[src/rtl/seq_divider_pkg.sv]
// seq_divider_pkg: shared types and helpers for the sequential divider.
//   div_state_t  - divider FSM states
//   MaxWidth     - widest operand the helpers below support
//   most_neg()   - most-negative two's-complement value of a given width
//   is_overflow()- detects the signed (most-negative / -1) overflow case
package seq_divider_pkg;

    typedef enum logic [1:0] {
        IDLE = 2'd0,
        CALC = 2'd1,
        FIX  = 2'd2,
        DONE = 2'd3
    } div_state_t;

    localparam int unsigned MaxWidth = 128;

    // Only bit (w-1) set; callers slice the low w bits.
    function automatic logic [MaxWidth-1:0] most_neg(input int unsigned w);
        logic [MaxWidth-1:0] v;
        v = '0;
        v[w-1] = 1'b1;
        return v;
    endfunction

    // Operands are zero-extended to MaxWidth; only the low w bits matter.
    function automatic logic is_overflow(input logic [MaxWidth-1:0] a,
                                         input logic [MaxWidth-1:0] b,
                                         input logic                sgn,
                                         input int unsigned         w);
        logic a_min;
        logic b_ones;
        a_min  = 1'b1;
        b_ones = 1'b1;
        for (int unsigned i = 0; i < MaxWidth; i++) begin
            if (i < w) begin
                if (i == w - 1) a_min = a_min & a[i];
                else            a_min = a_min & ~a[i];
                b_ones = b_ones & b[i];
            end
        end
        return sgn & a_min & b_ones;
    endfunction

endpackage

[src/rtl/seq_divider_cla_adder.sv]
// cla_adder: generate/propagate adder with optional subtract.
//   a, b  - operands (InputSize bits)
//   sub   - 1: sum = a - b (b inverted, carry-in 1); 0: sum = a + b
//   sum   - result
//   c_o   - carry out; in subtract mode 1 means a >= b (no borrow)
module cla_adder #(
    parameter int InputSize = 64
) (
    input  logic [InputSize-1:0] a,
    input  logic [InputSize-1:0] b,
    input  logic                 sub,
    output logic [InputSize-1:0] sum,
    output logic                 c_o
);

    logic [InputSize-1:0] bx;
    logic [InputSize-1:0] g;
    logic [InputSize-1:0] p;
    logic [InputSize:0]   c;

    always_comb begin
        bx   = b ^ {InputSize{sub}};
        g    = a & bx;
        p    = a ^ bx;
        c    = '0;
        c[0] = sub;
        for (int unsigned i = 0; i < InputSize; i++) begin
            c[i+1] = g[i] | (p[i] & c[i]);
        end
        sum = p ^ c[InputSize-1:0];
        c_o = c[InputSize];
    end

endmodule

[src/rtl/seq_divider.sv]
// seq_divider: iterative radix-2 restoring divider (DIV/DIVU/REM/REMU).
//   clk, reset           - clock, asynchronous active-high reset
//   in_valid / in_ready  - operand handshake (in_ready high only in IDLE)
//   dividend, divisor    - operands; is_signed selects two's-complement
//   out_valid / out_ready- result handshake
//   quotient, remainder  - results; div_by_zero flags divisor == 0
// Build option: SEQ_DIVIDER_FAST_SPECIAL_EN sends divide-by-zero and signed
// overflow from IDLE straight to FIX instead of running the full CALC loop.
module seq_divider
    import seq_divider_pkg::*;
#(
    parameter int InputSize  = 64,
    parameter int CountWidth = $clog2(InputSize) + 1
) (
    input  logic                 clk,
    input  logic                 reset,
    input  logic                 in_valid,
    output logic                 in_ready,
    input  logic [InputSize-1:0] dividend,
    input  logic [InputSize-1:0] divisor,
    input  logic                 is_signed,
    output logic                 out_valid,
    input  logic                 out_ready,
    output logic [InputSize-1:0] quotient,
    output logic [InputSize-1:0] remainder,
    output logic                 div_by_zero
);

    localparam logic [MaxWidth-1:0]  MostNegWide = most_neg(InputSize);
    localparam logic [InputSize-1:0] MostNeg     = MostNegWide[InputSize-1:0];

    div_state_t state_q, state_d;
    logic [CountWidth-1:0] cnt_q, cnt_d;
    logic [InputSize-1:0]  rem_q, rem_d;
    logic [InputSize-1:0]  quo_q, quo_d;
    logic [InputSize-1:0]  dvs_q, dvs_d;
    logic [InputSize-1:0]  a_q, a_d;
    logic                  q_neg_q, q_neg_d;
    logic                  r_neg_q, r_neg_d;
    logic                  dz_q, dz_d;
    logic                  ovf_q, ovf_d;
    logic [InputSize-1:0]  quotient_q, quotient_d;
    logic [InputSize-1:0]  remainder_q, remainder_d;
    logic                  dbz_q, dbz_d;
    logic                  out_valid_q, out_valid_d;

    logic [InputSize-1:0]  rem_sh;
    logic [InputSize-1:0]  trial;
    logic                  no_borrow;
    logic                  take;
    logic                  a_neg;
    logic                  b_neg;

    assign rem_sh = {rem_q[InputSize-2:0], quo_q[InputSize-1]};

    cla_adder #(.InputSize(InputSize)) u_trial_sub (
        .a   (rem_sh),
        .b   (dvs_q),
        .sub (1'b1),
        .sum (trial),
        .c_o (no_borrow)
    );

    // The bit shifted out of rem is the 2^InputSize weight of the partial
    // remainder; when set the trial always succeeds and trial's low bits
    // are still the correct difference.
    assign take = no_borrow | rem_q[InputSize-1];

    always_comb begin
        state_d     = state_q;
        cnt_d       = cnt_q;
        rem_d       = rem_q;
        quo_d       = quo_q;
        dvs_d       = dvs_q;
        a_d         = a_q;
        q_neg_d     = q_neg_q;
        r_neg_d     = r_neg_q;
        dz_d        = dz_q;
        ovf_d       = ovf_q;
        quotient_d  = quotient_q;
        remainder_d = remainder_q;
        dbz_d       = dbz_q;
        out_valid_d = 1'b0;
        a_neg       = is_signed & dividend[InputSize-1];
        b_neg       = is_signed & divisor[InputSize-1];

        unique case (state_q)
            IDLE: begin
                if (in_valid) begin
                    rem_d   = '0;
                    quo_d   = a_neg ? -dividend : dividend;
                    dvs_d   = b_neg ? -divisor : divisor;
                    a_d     = dividend;
                    q_neg_d = a_neg ^ b_neg;
                    r_neg_d = a_neg;
                    dz_d    = (divisor == '0);
                    ovf_d   = is_overflow(MaxWidth'(dividend), MaxWidth'(divisor),
                                          is_signed, InputSize);
                    cnt_d   = CountWidth'(InputSize);
                    state_d = CALC;
`ifdef SEQ_DIVIDER_FAST_SPECIAL_EN
                    if (dz_d || ovf_d) state_d = FIX;
`endif
                end
            end
            CALC: begin
                quo_d = {quo_q[InputSize-2:0], take};
                rem_d = take ? trial : rem_sh;
                cnt_d = cnt_q - 1'b1;
                if (cnt_q == CountWidth'(1)) state_d = FIX;
            end
            FIX: begin
                if (dz_q) begin
                    quotient_d  = '1;
                    remainder_d = a_q;
                    dbz_d       = 1'b1;
                end else if (ovf_q) begin
                    quotient_d  = MostNeg;
                    remainder_d = '0;
                    dbz_d       = 1'b0;
                end else begin
                    quotient_d  = q_neg_q ? -quo_q : quo_q;
                    remainder_d = r_neg_q ? -rem_q : rem_q;
                    dbz_d       = 1'b0;
                end
                state_d = DONE;
            end
            DONE: begin
                // out_valid rises one cycle after entering DONE; out_ready
                // only counts once the result is actually presented.
                if (out_valid_q && out_ready) begin
                    state_d = IDLE;
                end else begin
                    out_valid_d = 1'b1;
                end
            end
            default: state_d = IDLE;
        endcase
    end

    always_ff @(posedge clk or posedge reset) begin
        if (reset) begin
            state_q     <= IDLE;
            cnt_q       <= '0;
            rem_q       <= '0;
            quo_q       <= '0;
            dvs_q       <= '0;
            a_q         <= '0;
            q_neg_q     <= 1'b0;
            r_neg_q     <= 1'b0;
            dz_q        <= 1'b0;
            ovf_q       <= 1'b0;
            quotient_q  <= '0;
            remainder_q <= '0;
            dbz_q       <= 1'b0;
            out_valid_q <= 1'b0;
        end else begin
            state_q     <= state_d;
            cnt_q       <= cnt_d;
            rem_q       <= rem_d;
            quo_q       <= quo_d;
            dvs_q       <= dvs_d;
            a_q         <= a_d;
            q_neg_q     <= q_neg_d;
            r_neg_q     <= r_neg_d;
            dz_q        <= dz_d;
            ovf_q       <= ovf_d;
            quotient_q  <= quotient_d;
            remainder_q <= remainder_d;
            dbz_q       <= dbz_d;
            out_valid_q <= out_valid_d;
        end
    end

    assign in_ready    = (state_q == IDLE);
    assign out_valid   = out_valid_q;
    assign quotient    = quotient_q;
    assign remainder   = remainder_q;
    assign div_by_zero = dbz_q;

endmodule

[config.mk]
export PLATFORM = sky130hd
export DESIGN_NAME = seq_divider
export DESIGN_NICKNAME = d
export VERILOG_FILES = /design/src/rtl/seq_divider_pkg.sv /design/src/rtl/seq_divider_cla_adder.sv /design/src/rtl/seq_divider.sv
export SDC_FILE = /design/constraint.sdc
export NUM_CORES = 1
export LEC_CHECK = 0
export CAP_MARGIN = 20
export CORE_UTILIZATION = 35
export CTS_BUF_LIST = sky130_fd_sc_hd__clkbuf_16
export CTS_CLUSTER_SIZE = 24
export DETAILED_ROUTE_END_ITERATION = 10
export GPL_TIMING_DRIVEN = 1
export PLACE_DENSITY = 0.54
export SYNTH_ARGS = -nofsm -noshare
export SYNTH_HDL_FRONTEND = slang
export SYNTH_HIERARCHICAL = 1
export SYNTH_SLANG_ARGS = --single-unit
[constraint.sdc]
create_clock -name clk -period 25.8 [get_ports clk]
set_input_delay 7.74 -clock clk [delete_from_list [all_inputs] [get_ports clk]]
set_output_delay 7.74 -clock clk [all_outputs]
set_load 0.1 [all_outputs]
# [Yosys cells after proc, flatten, opt, wreduce, memory -nomap -nowiden]
# Index checks and enable logic that the tools add are counted.
[totals] regBits=399 rom_bits=0 elab_cells=637 mem_count=0 ramBits=0 latch_bits=0 output_inout_bits=131 in_bits=133
[classes] magnitude_cmp=0 shifts=0 n_reduce_logical=7 div=0 eq_ne=7 n_addsub=5 n_mux=278 n_bitwise=326 multipliers=0
[op_table] cell="64-bit 2-to-1 mux" n=11
[op_table] cell="1-bit 2-to-1 mux" n=259
[op_table] cell="64-bit negator" n=4
[op_table] cell="64-bit case mux with 2 select lines" n=2
[op_table] cell="1-bit bitwise AND" n=193
[op_table] cell="64-bit bitwise XOR" n=2
[op_table] cell="1-bit OR" n=65
[op_table] cell="64-bit bitwise AND" n=1
[op_table] cell="64-bit zero test" n=1
[op_table] cell="64-bit inverter" n=1
[op_table] cell="1-bit inverter" n=63
[op_table] cell="7-bit case mux with 2 select lines" n=1
[op_table] cell="2-bit case mux with 4 select lines" n=1
[op_table] cell="7-bit by 1-bit equality test with 1-bit output, second input constant" n=1
[op_table] cell="7-bit 2-to-1 mux" n=1
[op_table] cell="7-bit by 1-bit subtractor with 7-bit output, second input constant" n=1
[op_table] cell="2-bit 2-to-1 mux" n=3
[op_table] cell="2-bit != test, second input constant" n=3
[op_table] cell="2-bit equality test, second input constant" n=2
[op_table] cell="2-bit AND reduction" n=2
[op_table] cell="3-bit AND reduction" n=1
[op_table] cell="2-bit by 1-bit equality test with 1-bit output, second input constant" n=1
[op_table] cell="2-bit zero test" n=1
[op_table] cell="2-bit nonzero test" n=1
[op_table] cell="other kinds (2)" n=2

# [Longest topological paths before layout]
[depth] depth_word=194 depth_mapped=73 mapped_depth_nobuf=69

# [By module]
# Netlist, hierarchy kept.
[by_module_without_submodules] mod="seq_divider" area_per_inst_um2=22621.7 seq_area_each_um2=9984.6 cells_per_inst=2582 instances=1
[by_module_without_submodules] mod="cla_adder" area_per_inst_um2=2402.3 seq_area_each_um2=0.0 cells_per_inst=260 instances=1

# [Worst setup path after synthesis]
# Ideal clock, no wire load.
[synth_timing] path_kind="register -> register" startpoint="register dvs_q[1]" endpoint="register rem_q[11]" path_stages_with_launch=71 slack_ns=0.534 t_required_ns=25.667 t_arrival_ns=25.132 n_path_buf=2 synth_period_minus_slack_ns=25.266 setup_ns=0.133 path_cell_list="dfrtp_1 > xnor2_1 > fa_1 > fa_1 > fa_1 > fa_1 > fa_1 > fa_1 > fa_1 > fa_1 > fa_1 > fa_1 > fa_1 > fa_1 > fa_1 > fa_1 > fa_1 > fa_1 > [35 not listed] > fa_1 > fa_1 > fa_1 > fa_1 > fa_1 > fa_1 > fa_1 > fa_1 > fa_1 > fa_1 > fa_1 > inv_1 > fa_1 > nor2_1 > buf_1 > buf_1 > mux2i_1 > o21ai_0"
[synth_via] elab_chain_cells=131 elab_cells_between_ends=133 cone_classes="mux: 2; bitwise: 131"
[synth_lines] item="start: declaration" line_no="seq_divider.sv:36" source="logic [InputSize-1:0] dvs_q, dvs_d;"
[synth_lines] item="start signal: assignment" line_no="seq_divider.sv:162" source="dvs_q <= dvs_d;"
[synth_lines] item="64-bit inverter (no line) *"
[synth_lines] item="64-bit bitwise XOR" line_no="seq_divider_cla_adder.sv:24" source="p = a ^ bx;"
[synth_lines] item="1-bit bitwise AND" line_no="seq_divider_cla_adder.sv:28" source="c[i+1] = g[i] | (p[i] & c[i]);"
[synth_lines] item="1-bit OR *" line_no="seq_divider_cla_adder.sv:28"
[synth_lines] item="1-bit bitwise AND *" line_no="seq_divider_cla_adder.sv:28"
[synth_lines] item="1-bit OR *" line_no="seq_divider_cla_adder.sv:28"
[synth_lines] item="1-bit bitwise AND *" line_no="seq_divider_cla_adder.sv:28"
[synth_lines] item="1-bit OR *" line_no="seq_divider_cla_adder.sv:28"
[synth_lines] item="[116 not listed]"
[synth_lines] item="1-bit bitwise AND *" line_no="seq_divider_cla_adder.sv:28"
[synth_lines] item="1-bit OR *" line_no="seq_divider_cla_adder.sv:28"
[synth_lines] item="1-bit bitwise AND *" line_no="seq_divider_cla_adder.sv:28"
[synth_lines] item="1-bit OR *" line_no="seq_divider_cla_adder.sv:28"
[synth_lines] item="net no_borrow" line_no="seq_divider.sv:49" source="logic no_borrow;"
[synth_lines] item="1-bit OR *" line_no="seq_divider.sv:67" source="assign take = no_borrow | rem_q[InputSize-1];"
[synth_lines] item="64-bit 2-to-1 mux *" line_no="seq_divider.sv:108" source="rem_d = take ? trial : rem_sh;"
[synth_lines] item="64-bit case mux with 2 select lines *" line_no="seq_divider.sv:87" source="unique case (state_q)"
[synth_lines] item="end signal: assignment" line_no="seq_divider.sv:160" source="rem_q <= rem_d;"
[synth_lines] item="end: declaration" line_no="seq_divider.sv:34" source="logic [InputSize-1:0] rem_q, rem_d;"
# Mark *: on every way through the listed nets, which the timed path passes. The rest lies on a longest branch.
# A chain may end at the register's enable or synchronous reset.

# [Worst setup path in the final report]
[layout_timing] startpoint="register dvs_q[1]" endpoint="register rem_q[1]"
# Same word-level chain as after synthesis.

==> qor.txt <==
status -> completed
die width -> 269 um
port bufs -> 263
# fillers -> 6941
Post-Syn Nets -> 3050
CTS tree -> yes
largest net degree at the start of global routing -> 113
yosys warns -> 6
Core Region -> 70400 um^2
Final nets -> 3216
Fin Clk Skew -> 0.0319 ns
GR Layer Usage met2 -> 33.9%
commonest non-fill, non-tap cells in the layout -> dfrtp_1, nand2_1, o21ai_0
fin crit period -> 25.04 ns
via count -> 21232
total wire length -> 80600 um
met3 Use GR -> 3.73%
sw frac -> 52.1%
crit path DAT -> 25.46 ns
dpl hpwl -> 59200 um
Seq pwr share -> 27.7%
Slew @ Worst Pin -> 1.15 ns
Synth Instances -> 2842
register area share after synthesis -> 39.9%
Post-synth EDFFs -> 0
reg2reg start -> dvs_q[1]
root buf cell -> clkbuf_16
post-CTS setup buffer count -> 0
Most used DFF post-synth -> dfrtp_1
Yosys cell types -> 71
initial core utilization -> 35.5%
DR WL/cell -> 20.2 um
met1 Resource Use GR -> 31.5%
share of layout cells above drive strength 1 -> 6.20%
RSZ-0062 raised after global routing -> no
Critical Path Most Common Cell -> fa_1
total gr overflow -> 0
Cell Area, Synth -> 25000 um^2
hold_sp -> a_q[16]
maximum VDD drop -> 0.000108 V
DR iter-0 viols -> 1420
num rows -> 97
GR peak layer -> met2
Clock Path Buffers -> 3
die height -> 269 um
Pint -> 0.00215 W
Pwr Total -> 0.00448 W
fmax -> 0.0399 GHz
clock slew at reported path FFs -> 0.06 ns
Final Hold Fails -> 0
post-synthesis register bit count -> 399
IO Pins -> 264
antenna-violating nets left -> 0
total CTS buffers -> 49
crit path from -> dvs_q[1]
WS Path Type -> flop to flop
Crit path required time -> 26.22 ns
Syn Area/Cell -> 8.81 um^2
Static Leak -> 12.3 nW
P_sw -> 0.00234 W
gr usage total -> 21.9%
Worst Path Buf+Inv -> 2
# clock sinks -> 399
Crit Path Max Fanout -> 27
Setup TNS -> 0 ns
relative slew slack -> 22.8%
H-Tree Depth -> 2
Crit path max-delay family -> adder cells
Worst Hold Class -> flop to flop
Final Max Slew Viols -> 0
routed vias/inst -> 5.32
RePlAce Congestion -> 0.864
cts hold-fix bufs -> 0
Area growth, synth to finish -> 20.4%
CP Launch Type -> flop
most common cell after layout, fill and taps aside -> dfrtp_1
Synth async-reset ratio -> 100%
Clock Latency Late Sink -> 0.60 ns
Max-Cap Viols -> 0
TritonRoute pass-1 iters -> 7
Worst setup EP type -> flop
DRC -> 0
Clock power frac -> 15.3%
final worst path period share -> 97.1%
vias in the first global route -> 21182
Logic pwr share -> 57.0%
Crit-path slowest cell -> fa_1
initial antenna violation count -> 5
Worst path max stage delay -> 0.41 ns
# setup viols final -> 0
power per cell area -> 149 nW/um^2
die area -> 72600 um^2
first-pass GRT wire length -> 126000 um
-- tightest hold or removal path, delay by kind of cell, from the launching register on --
kind             cells  cell delay, ns
DFF                  1            0.34
and+or+nand+nor      2            0.10
-- final timing paths --
| check | cells past startpoint | to | slack [ns] |
|---|---|---|---|
| setup / recovery | 69 | rem_q[1] | 0.76 |
| hold / removal | 2 | a_q[16] | 0.48 |
| setup reg to reg | 69 | rem_q[1] | 0.76 |
| hold reg to reg | 2 | a_q[16] | 0.48 |
| max in group asynchronous | 5 | rem_q[16] | 16.02 |
| min in group asynchronous | 2 | quotient[58] | 7.71 |
-- flip-flops by register name, indices dropped and copies added, names as in the netlist --
name and cells:
out_valid 1, state_q 2, ovf_q 1, cnt_q 7, q_neg_q 1, remainder 64, quo_q 64, r_neg_q 1
a_q 64, dvs_q 64, dz_q 1, div_by_zero 1, quotient 64, rem_q 64
-- layout make-up --
| cell class | instances | area, um^2 | share of cell area [%] |
|---|---|---|---|
| Inverter | 194 | 736 | 2.44 |
| Clock inverter | 40 | 307 | 1.02 |
| Clock buffer | 51 | 1280 | 4.24 |
| Sequential cell | 399 | 9980 | 33.1 |
| Antenna cell | 3 | 7.51 | 0.0249 |
| Tap cell | 940 | 1180 | 3.90 |
| Timing Repair Buffer | 304 | 3030 | 10.0 |
| Multi-Input combinational cell | 2060 | 13600 | 45.2 |
-- metal layers --
metal,wire [um],up-vias
met3,4290,115
met4,1930,8
met5,51,-
li1,-,10184
met1,38100,10370
met2,36200,555
-- kinds of logic (layout without fill, tap and decap cells) --
logic type / count (synthesis) / count (layout) / share of synthesized area, %
mux: 77 / 77 / 3.08
simple gates: 887 / 887 / 17.7
compound gates: 726 / 726 / 17.2
fa+ha+maj: 75 / 75 / 5.64
other cells: 1 / 4 / 0.0150
buf+inv: 383 / 589 / 6.17
xor+xnor: 294 / 294 / 10.3
flops: 399 / 399 / 39.9
-- synthesized netlist by cell type (6+ instances only) --
cell type  count  area [um^2]
xnor2_1      170         1490
or3_1         38          238
nor2b_1       38          238
clkbuf_1     151          567
nor4_2         6         75.1
a41oi_1        9         78.8
dfrtp_1      399         9980
or2_2          7         43.8
a21oi_1      184          921
nand2b_1      11         68.8
buf_2         11         55.1
o21a_1        15          113
ha_1          12          150
o31ai_1       37          278
o21ai_1       11         55.1
o22ai_1       20          125
o41ai_1       31          272
nand3_1       23          115
a22oi_1       21          158
nand2_1      388         1460
and3_1         9         56.3
xor2_1       124         1090
a31oi_1       45          282
nor4_1        42          263
or4_1         23          173
nor2_1       142          533
o21ai_0      292         1460
nand3b_1      28          210
nor3_1        57          285
o221ai_1      30          263
buf_8          6         90.1
fa_1          63         1260
buf_1         17         63.8
mux2i_1       76          761
inv_1        193          724
or4_4          7         78.8
o31a_1         6         52.6
nand4_1       34          213
-- power by group through the flow --
stage	Combinational [W]	Sequential, W	Clock (W)
after floorplan	0.00129	0.00178	0
after global placement	0.00250	0.00124	0
after detailed placement	0.00255	0.00124	0
after CTS	0.00256	0.00124	0.000703
after global routing	0.00279	0.00128	0.000729
final	0.00256	0.00124	0.000686
-- metrics by stage --
| stage | hold WS (ns) | setup slack [ns] | cell area [um^2] | cells | utilization [%] |
|---|---|---|---|---|---|
| final | 0.479 | 0.758 | 30100 | 3991 | 42.8 |
| after global routing | 0.508 | 0.0245 | 30100 | 3989 | 42.8 |
| after floorplan | 0.446 | 0.534 | 25000 | 2842 | - |
| after global placement | 0.459 | -0.0454 | 28400 | 3892 | 40.3 |
| after detailed placement | 0.464 | -0.329 | 28400 | 3894 | 40.4 |
| after CTS | 0.484 | 0.0552 | 30000 | 3985 | 42.6 |
-- timing repair --
action                     CTS  global route
setup endpoints to repair   65            65
pin swaps                    0             1
gates resized for setup      8            16
No activity file was read; power rests on OpenSTA's default activity.
